`config.mk`:
```
export PLATFORM = sky130hd
export DESIGN_NAME = p2_fetch_unit
export DESIGN_NICKNAME = d
export VERILOG_FILES = /design/src/rtl/p2_fetch_unit.sv
export SDC_FILE = /design/constraint.sdc
export NUM_CORES = 1
export LEC_CHECK = 0
export BUFFER_PORTS_ARGS = -buffer_cell sky130_fd_sc_hd__buf_4
export CAP_MARGIN = 40
export CORE_AREA = 2 2 242 185
export DETAILED_ROUTE_END_ITERATION = 10
export DIE_AREA = 0 0 244 187
export GPL_ROUTABILITY_DRIVEN = 0
export HOLD_SLACK_MARGIN = 0.1
export RECOVER_POWER = 50
export SETUP_SLACK_MARGIN = 0.2
export SYNTH_ARGS = -nofsm -noshare
export SYNTH_HDL_FRONTEND = slang
export SYNTH_SLANG_ARGS = --single-unit
```
`constraint.sdc`:
```
create_clock -name clk -period 7.3 [get_ports clk]
set_clock_uncertainty 0.05 [all_clocks]
set_input_delay 1.095 -clock clk [delete_from_list [all_inputs] [get_ports clk]]
set_output_delay 1.095 -clock clk [all_outputs]
set_load 0.1 [all_outputs]
```
`src/rtl/p2_fetch_unit.sv`:
```
// P2 fetch stage: issues sequential instruction fetches under a queue-credit limit
// and buffers in-order memory responses, tagged with their pc, for decode.
module p2_fetch_unit #(
  parameter int               DATAW    = 32,
  parameter int               QDEPTH   = 4,
  parameter logic [DATAW-1:0] RESET_PC = '0
) (
  input  logic             clk,
  input  logic             rst,
  input  logic             redirect_en,
  input  logic [DATAW-1:0] redirect_pc,
  output logic             imem_req_valid,
  input  logic             imem_req_ready,
  output logic [DATAW-1:0] imem_req_addr,
  input  logic             imem_rsp_valid,
  input  logic [DATAW-1:0] imem_rsp_data,
  input  logic             imem_rsp_fault,
  output logic             dec_valid,
  input  logic             dec_ready,
  output logic [DATAW-1:0] dec_insn,
  output logic [DATAW-1:0] dec_pc,
  output logic             dec_fault
);

  localparam int PW = (QDEPTH > 1) ? $clog2(QDEPTH) : 1;
  localparam int CW = PW + 1;
  localparam logic [CW:0] QDEPTH_W = (CW+1)'(QDEPTH);

  typedef enum logic {RUN = 1'b0, HALTED = 1'b1} state_e;

  state_e           state_q;
  logic [DATAW-1:0] fetch_pc_q, fetch_pc_d;
  logic [CW-1:0]    inflight_q, inflight_d;
  logic [CW-1:0]    drop_cnt_q, drop_cnt_d;
  logic [CW-1:0]    count_q, count_d;
  logic [PW-1:0]    head_q, head_d, tail_q, tail_d;
  logic [PW-1:0]    ahead_q, ahead_d, atail_q, atail_d;

  logic [DATAW-1:0] q_insn_q  [QDEPTH];
  logic [DATAW-1:0] q_pc_q    [QDEPTH];
  logic             q_fault_q [QDEPTH];
  logic [DATAW-1:0] addr_fifo_q [QDEPTH];

  logic          req_fire;
  logic          rsp_live;
  logic          fault_live;
  logic          pop;
  logic [CW:0]   credit_used;

  // Credit uses only registered counts, so a request never depends on a same-cycle response.
  assign credit_used    = {1'b0, inflight_q} + {1'b0, count_q};
  assign imem_req_valid = !rst && (state_q == RUN) && !redirect_en && (credit_used < QDEPTH_W);
  assign imem_req_addr  = fetch_pc_q;
  assign req_fire       = imem_req_valid && imem_req_ready;

  assign rsp_live   = imem_rsp_valid && !redirect_en && (drop_cnt_q == '0);
  assign fault_live = rsp_live && imem_rsp_fault;

  assign dec_valid = (count_q != '0);
  assign dec_insn  = q_insn_q[head_q];
  assign dec_pc    = q_pc_q[head_q];
  assign dec_fault = q_fault_q[head_q];
  assign pop       = dec_valid && dec_ready;

  always_comb begin
    fetch_pc_d = fetch_pc_q;
    if (redirect_en) begin
      fetch_pc_d = redirect_pc;
    end else if (req_fire) begin
      fetch_pc_d = fetch_pc_q + DATAW'(4);
    end

    inflight_d = inflight_q + CW'(req_fire) - CW'(imem_rsp_valid);

    // Everything still outstanding after a redirect or a fault is stale, including
    // a request accepted in the same cycle as the fault.
    drop_cnt_d = drop_cnt_q;
    if (redirect_en || fault_live) begin
      drop_cnt_d = inflight_d;
    end else if (imem_rsp_valid && (drop_cnt_q != '0)) begin
      drop_cnt_d = drop_cnt_q - CW'(1);
    end

    if (redirect_en) begin
      count_d = '0;
      head_d  = '0;
      tail_d  = '0;
    end else begin
      count_d = count_q + CW'(rsp_live) - CW'(pop);
      head_d  = head_q + PW'(pop);
      tail_d  = tail_q + PW'(rsp_live);
    end

    ahead_d = ahead_q + PW'(imem_rsp_valid);
    atail_d = atail_q + PW'(req_fire);
  end

  always_ff @(posedge clk or posedge rst) begin
    if (rst) begin
      state_q <= RUN;
    end else if (redirect_en) begin
      state_q <= RUN;
    end else if (fault_live) begin
      state_q <= HALTED;
    end
  end

  always_ff @(posedge clk or posedge rst) begin
    if (rst) begin
      fetch_pc_q <= RESET_PC;
      inflight_q <= '0;
      drop_cnt_q <= '0;
      count_q    <= '0;
      head_q     <= '0;
      tail_q     <= '0;
      ahead_q    <= '0;
      atail_q    <= '0;
    end else begin
      fetch_pc_q <= fetch_pc_d;
      inflight_q <= inflight_d;
      drop_cnt_q <= drop_cnt_d;
      count_q    <= count_d;
      head_q     <= head_d;
      tail_q     <= tail_d;
      ahead_q    <= ahead_d;
      atail_q    <= atail_d;
    end
  end

  // The address FIFO is never flushed: dropped responses still consume their entry.
  always_ff @(posedge clk) begin
    if (req_fire) begin
      addr_fifo_q[atail_q] <= imem_req_addr;
    end
    if (rsp_live) begin
      q_insn_q[tail_q]  <= imem_rsp_fault ? '0 : imem_rsp_data;
      q_pc_q[tail_q]    <= addr_fifo_q[ahead_q];
      q_fault_q[tail_q] <= imem_rsp_fault;
    end
  end

endmodule

```
# --- Word-level counts from Yosys, hierarchy flattened ---
# Memories as Yosys holds them, arrays and structs flattened.
# Index checks and enable logic that the tools add are counted.
op_classes:
  add_sub_neg: 11
  n_lt_le_gt_ge: 1
  n_mux: 14
  bitwise: 1
  div: 0
  n_reduce_logical: 18
  shifts: 0
  eq_ne: 0
  mul: 0
op_table:
  columns: ["op", "n"]
  rows:
  - ["two-way mux 32 bit", 3]
  - ["adder 32 x 3 -> 32 bit, second input constant", 1]
  - ["logical AND 1 bit", 9]
  - ["two-way mux 3 bit", 3]
  - ["adder 2 x 1 -> 2 bit", 4]
  - ["adder 3 x 1 -> 3 bit", 2]
  - ["two-way mux 1 bit", 6]
  - ["nonzero test 2 bit", 3]
  - ["nonzero test 3 bit", 2]
  - ["subtractor 3 x 1 -> 3 bit", 2]
  - ["adder 3 x 3 -> 4 bit", 1]
  - ["less-than comparator 4 x 3 -> 1 bit, second input constant", 1]
  - ["two-way mux 2 bit", 2]
  - ["zero test 3 bit", 1]
  - ["subtractor 3 x 1 -> 3 bit, second input constant", 1]
  - ["zero test 1 bit", 2]
  - ["logical OR 1 bit", 1]
  - ["inverter 1 bit", 1]
word_totals:
  rom_bits: 0
  reg_bits: 50
  memories: 4
  mem_bits_rw: 388
  wordCells: 58
  latch_bits: 0
  out_inout_bits: 99
  input_bits: 71
mem_list:
  columns: ["name", "words", "width", "rd", "rd_clocked_by_memory_dff", "wr", "line_no", "rtl"]
  rows:
  - ["addr_fifo_q", 4, 32, 1, 0, 1, "42", "logic [DATAW-1:0] addr_fifo_q [QDEPTH];"]
  - ["q_insn_q", 4, 32, 1, 0, 1, "39", "logic [DATAW-1:0] q_insn_q [QDEPTH];"]
  - ["q_pc_q", 4, 32, 1, 0, 1, "40", "logic [DATAW-1:0] q_pc_q [QDEPTH];"]
  - ["q_fault_q", 4, 1, 1, 0, 1, "41", "logic q_fault_q [QDEPTH];"]

# --- Longest topological paths before layout ---
logic_depth:
  depth_word: 8
  mapped_depth: 13
  ltp_nobuf: 12

# --- Worst setup path after synthesis ---
# OpenSTA, ideal clock, no wires.
synth_path:
  kind: "input port to flip-flop"
  from: "input redirect_en"
  to: "memory q_fault_q[1], enable pin"
  stages: 6
  path_buffers: 2
  setup_ns: 0.581
  slack_ns: 0.119
  required_ns: 6.669
  arrival_time_ns: 6.549
  path_cell_list: "buf_6 -> inv_1 -> and3_1 -> clkbuf_1 -> inv_1 -> nor3b_1"
synth_between:
  elab_chain_cells: 5
synth_lines:
  columns: ["item", "line_no", "rtl"]
  rows:
  - ["start, declared", "10", "input logic redirect_en,"]
  - ["zero test 1 bit", "56", "assign rsp_live = imem_rsp_valid && !redirect_en && (drop_cnt_q == '0);"]
  - ["logical AND 1 bit (2 in a row)", "56", null]
  - ["two-way mux 1 bit", "135", "if (rsp_live) begin"]
  - ["two-way mux 1 bit (not written as such)", "138", "q_fault_q[tail_q] <= imem_rsp_fault;"]
  - ["end, declared", "41", null]
# Every way passes these cells.

# --- Final worst setup path ---
layout_path:
  from: "input redirect_en"
  to: "memory q_pc_q[3][18], enable pin"
layout_between:
  elab_chain_cells: 5
layout_lines:
  columns: ["item", "line_no", "rtl"]
  rows:
  - ["zero test 1 bit", "56", null]
  - ["logical AND 1 bit (2 in a row)", "56", null]
  - ["two-way mux 1 bit", "135", null]
  - ["two-way mux 1 bit (not written as such)", "137", "q_pc_q[tail_q] <= addr_fifo_q[ahead_q];"]
  - ["end, declared", "40", null]
# Every way passes these cells.

==> results.yml <==
detailed_routing:
  dr.pass1.iters: 5
  routed_via_density: 5.22
  drt-total-wl_mm: 37.6
  drc: 0
  initialDrtViolationCount: 651
  drtAntennaViolNets: 0
  vias: 8683
  route.detailed.wl_per_inst_um: 22.6
worst_hold_path:
  hp-class: "flip-flop to flip-flop"
  min_path_cells: 1
floorplanning:
  die-area_um2: 45600
  initial_utilization_pct: 39.1
  io_pins: 170
  die_w_um: 244
  dieHeight_um: 187
  num_rows: 67
  core-area_um2: 43700
worst_setup_path:
  critical_path_arrival_ns: 5.22
  crit_required_ns: 7.47
  end_kind: "flip-flop"
  path_class: "primary input to flip-flop"
  cp_common_cell: "and3_1"
  worst-path-buf-inv: 3
  r2r.worst_path.cells: 6
  crit_fanout: 52
  cpLargestDelayFamily: "buffers and inverters"
  slowest_delay_ns: 1.61
  path_cells: "clkbuf_1 -> inv_1 -> and3_1 -> and3_1 -> buf_4"
  startpoint_type: "primary input"
  path_depth: 5
  cpMaxStageDelayCell: "clkbuf_1"
placed_design:
  hpwl_mm: 23.1
  port_buffers: 169
finish:
  num-fill-cells: 3646
  final_nets: 1132
  area_growth_pct: 19.6
  n_antenna_cell: 0
  drive_gt1_share_pct: 33.2
  utilization_pct: 46.8
synth:
  synth_area_per_cell_um2: 20.1
  ys_seq_elements: 438
  synth-edff-count: 388
  synth.net_count: 938
  synth_compound_area_share_pct: 2.38
  seq_area_frac_synth_pct: 75.5
  ys.flop_type: "edfxtp_1"
  netlist_instances: 852
  synth_xor_area_share_pct: 0.769
  syn-cell-area_um2: 17100
  ys_types: 53
  synth_top_family_by_area: "multiplexers"
  synthAdderAreaFrac_pct: 1.19
  synth-simple-area-share_pct: 5.62
  yosys_warnings: 0
  ys_async_sr_fraction_pct: 11.4
  synth_mux_area_share_pct: 13.2
global_route:
  grt_overflow: 0
  grt_pass1_wl_mm: 57.1
  grt_max_degree: 54
  grt_use_total_pct: 16.6
  grt_pass1_vias: 8993
  antenna_found_initial: 0
clocking:
  clock_sinks: 438
  clk_pin_slew_ns: 0.06
  cts_buffers: 44
  clock-root-buffer: "clkbuf_16"
  post_cts_resized: 0
  cts_setup_buffers: 0
  cts_tree: "yes"
  h-tree-depth: 2
  clkLatencyLatePin_ns: 0.54
  ctsHoldBuffers: 0
  clock_path_buffers: 3
outcome:
  violations: "max-capacitance violations, max-slew violations"
  outcome: "finished, violations left"
power_and_ir_drop:
  total_leakage_power_nw: 6.94
  ir_drop_v: 0.000234
  power.density_nw_per_um2: 379
timing:
  fin_setup_tns_ns: 0
  rsz0062_at_grt: "false"
  min_period_over_period_pct: 69.1
  finalHoldViolCount: 0
  slew-limit-headroom_pct: -90.6
  fmax_mhz: 198
  setup_violations: 0
  period_minus_slack_ns: 5.04
  tightest_slew_ns: 2.86
  finalMaxSlewViolations: 210
job:
  drv_cap: 5
[cell usage after synthesis (3+ instances only)]
cell / instances / area share, %
nor2_1: 24 / 0.53
nand2_1: 33 / 0.72
nand4_1: 16 / 0.59
and3_1: 5 / 0.18
a22oi_1: 5 / 0.22
xor2_1: 10 / 0.51
o21ai_0: 13 / 0.38
a31oi_1: 3 / 0.11
o211ai_1: 3 / 0.13
xnor2_1: 5 / 0.26
clkbuf_1: 19 / 0.42
nor3_1: 7 / 0.20
nor2b_1: 36 / 1.3
mux4_2: 97 / 13
mux2_2: 3 / 0.20
mux2i_1: 4 / 0.23
nor4_4: 3 / 0.37
a21oi_1: 7 / 0.20
buf_2: 15 / 0.44
or4_1: 4 / 0.18
edfxtp_1: 388 / 68
ha_1: 13 / 0.95
nand3_1: 19 / 0.56
o311ai_0: 3 / 0.15
o21ai_1: 6 / 0.18
a221o_1: 4 / 0.23
dfrtp_1: 50 / 7.3
inv_1: 14 / 0.31
and2_1: 4 / 0.15
o311ai_1: 5 / 0.26
a21o_1: 4 / 0.18
[kinds of logic after synthesis]
family                   Yosys count
buffers and inverters             53
multiplexers                     104
flip-flops                       438
AO/OA/AOI/OAI                     60
XOR/XNOR                          15
adder cells (fa/ha/maj)           15
AND/OR/NAND/NOR                  167
[stage by stage]
stage          power (W)  area [um^2]  cells  hold slack [ns]  setup WS, ns
2_1_floorplan    0.00510        17100    852            0.414         0.470
3_3_place_gp     0.00567        19100   1582            0.407          3.17
3_5_place_dp     0.00571        19200   1586            0.421          3.11
4_1_cts          0.00784        20500   1662            0.429          3.29
5_1_grt          0.00806        20400   1662            0.448          1.95
6_report         0.00774        20400   1662            0.420          2.26
[report_power, final]
| group | internal (W) | switching, W | total (W) |
|---|---|---|---|
| sequential | 0.00299 | 0.000178 | 0.00317 |
| clock | 0.00121 | 0.000905 | 0.00211 |
| combinational | 0.000721 | 0.00174 | 0.00246 |
| total | 0.00492 | 0.00282 | 0.00774 |
[layer usage]
metal	global-route usage [%]	vias up	wire length [um]
li1	-	3850	-
met1	25.1	4532	17500
met2	24.6	252	17000
met3	3.80	49	2380
met4	4.10	0	692
met5	0	-	0
[cells in the final DEF (no fill, tap or decap), drive strengths merged, types with 3 or more instances in the layout]
cell and instances:
mux4 97, buf 178, a31oi 3, nor2b 36, nor4 4, inv 14, o21ai 19, dfrtp 50
clkinvlp 4, a221o 4, nor2 26, nand4 17, nand3 22, nand2 34, xor2 10, clkinv 15
and2 4, a21o 4, a21oi 7, o311ai 8, mux2 3, o211ai 3, mux2i 4, nor3 8
ha 13, xnor2 5, edfxtp 388, or4 4, clkbuf 64, a22oi 5, and3 5
[state kept, by name, summed over array words and instances, names as in the netlist]
register,flops
atail_q,2
count_q,3
state_q,1
q_fault_q,4
head_q,2
ahead_q,2
drop_cnt_q,3
tail_q,2
q_insn_q,128
q_pc_q,128
inflight_q,3
imem_req_addr,32
addr_fifo_q,128
[final cells by class]
cell class	instances	area, um^2	area share (%)
inverter	15	56.3	0.275
clock buffer	56	1180	5.76
clock inverter	20	156	0.765
multi-input combinational	361	3980	19.5
timing repair buffer	186	1430	6.99
sequential	438	12900	63.1
tap	586	733	3.59
[worst paths after layout]
kind                                     from       endpoint  slack [ns]
worst max-delay path              redirect_en  q_pc_q[3][18]        2.26
worst min-delay path               ahead_q[1]     ahead_q[1]        0.42
worst max register to register  drop_cnt_q[0]  q_pc_q[3][18]        3.59
worst min register to register     ahead_q[1]     ahead_q[1]        0.42
max in group asynchronous                 rst      head_q[0]        3.61
min in group asynchronous                 rst     count_q[0]        1.58
(Power assumes the default switching activity.)
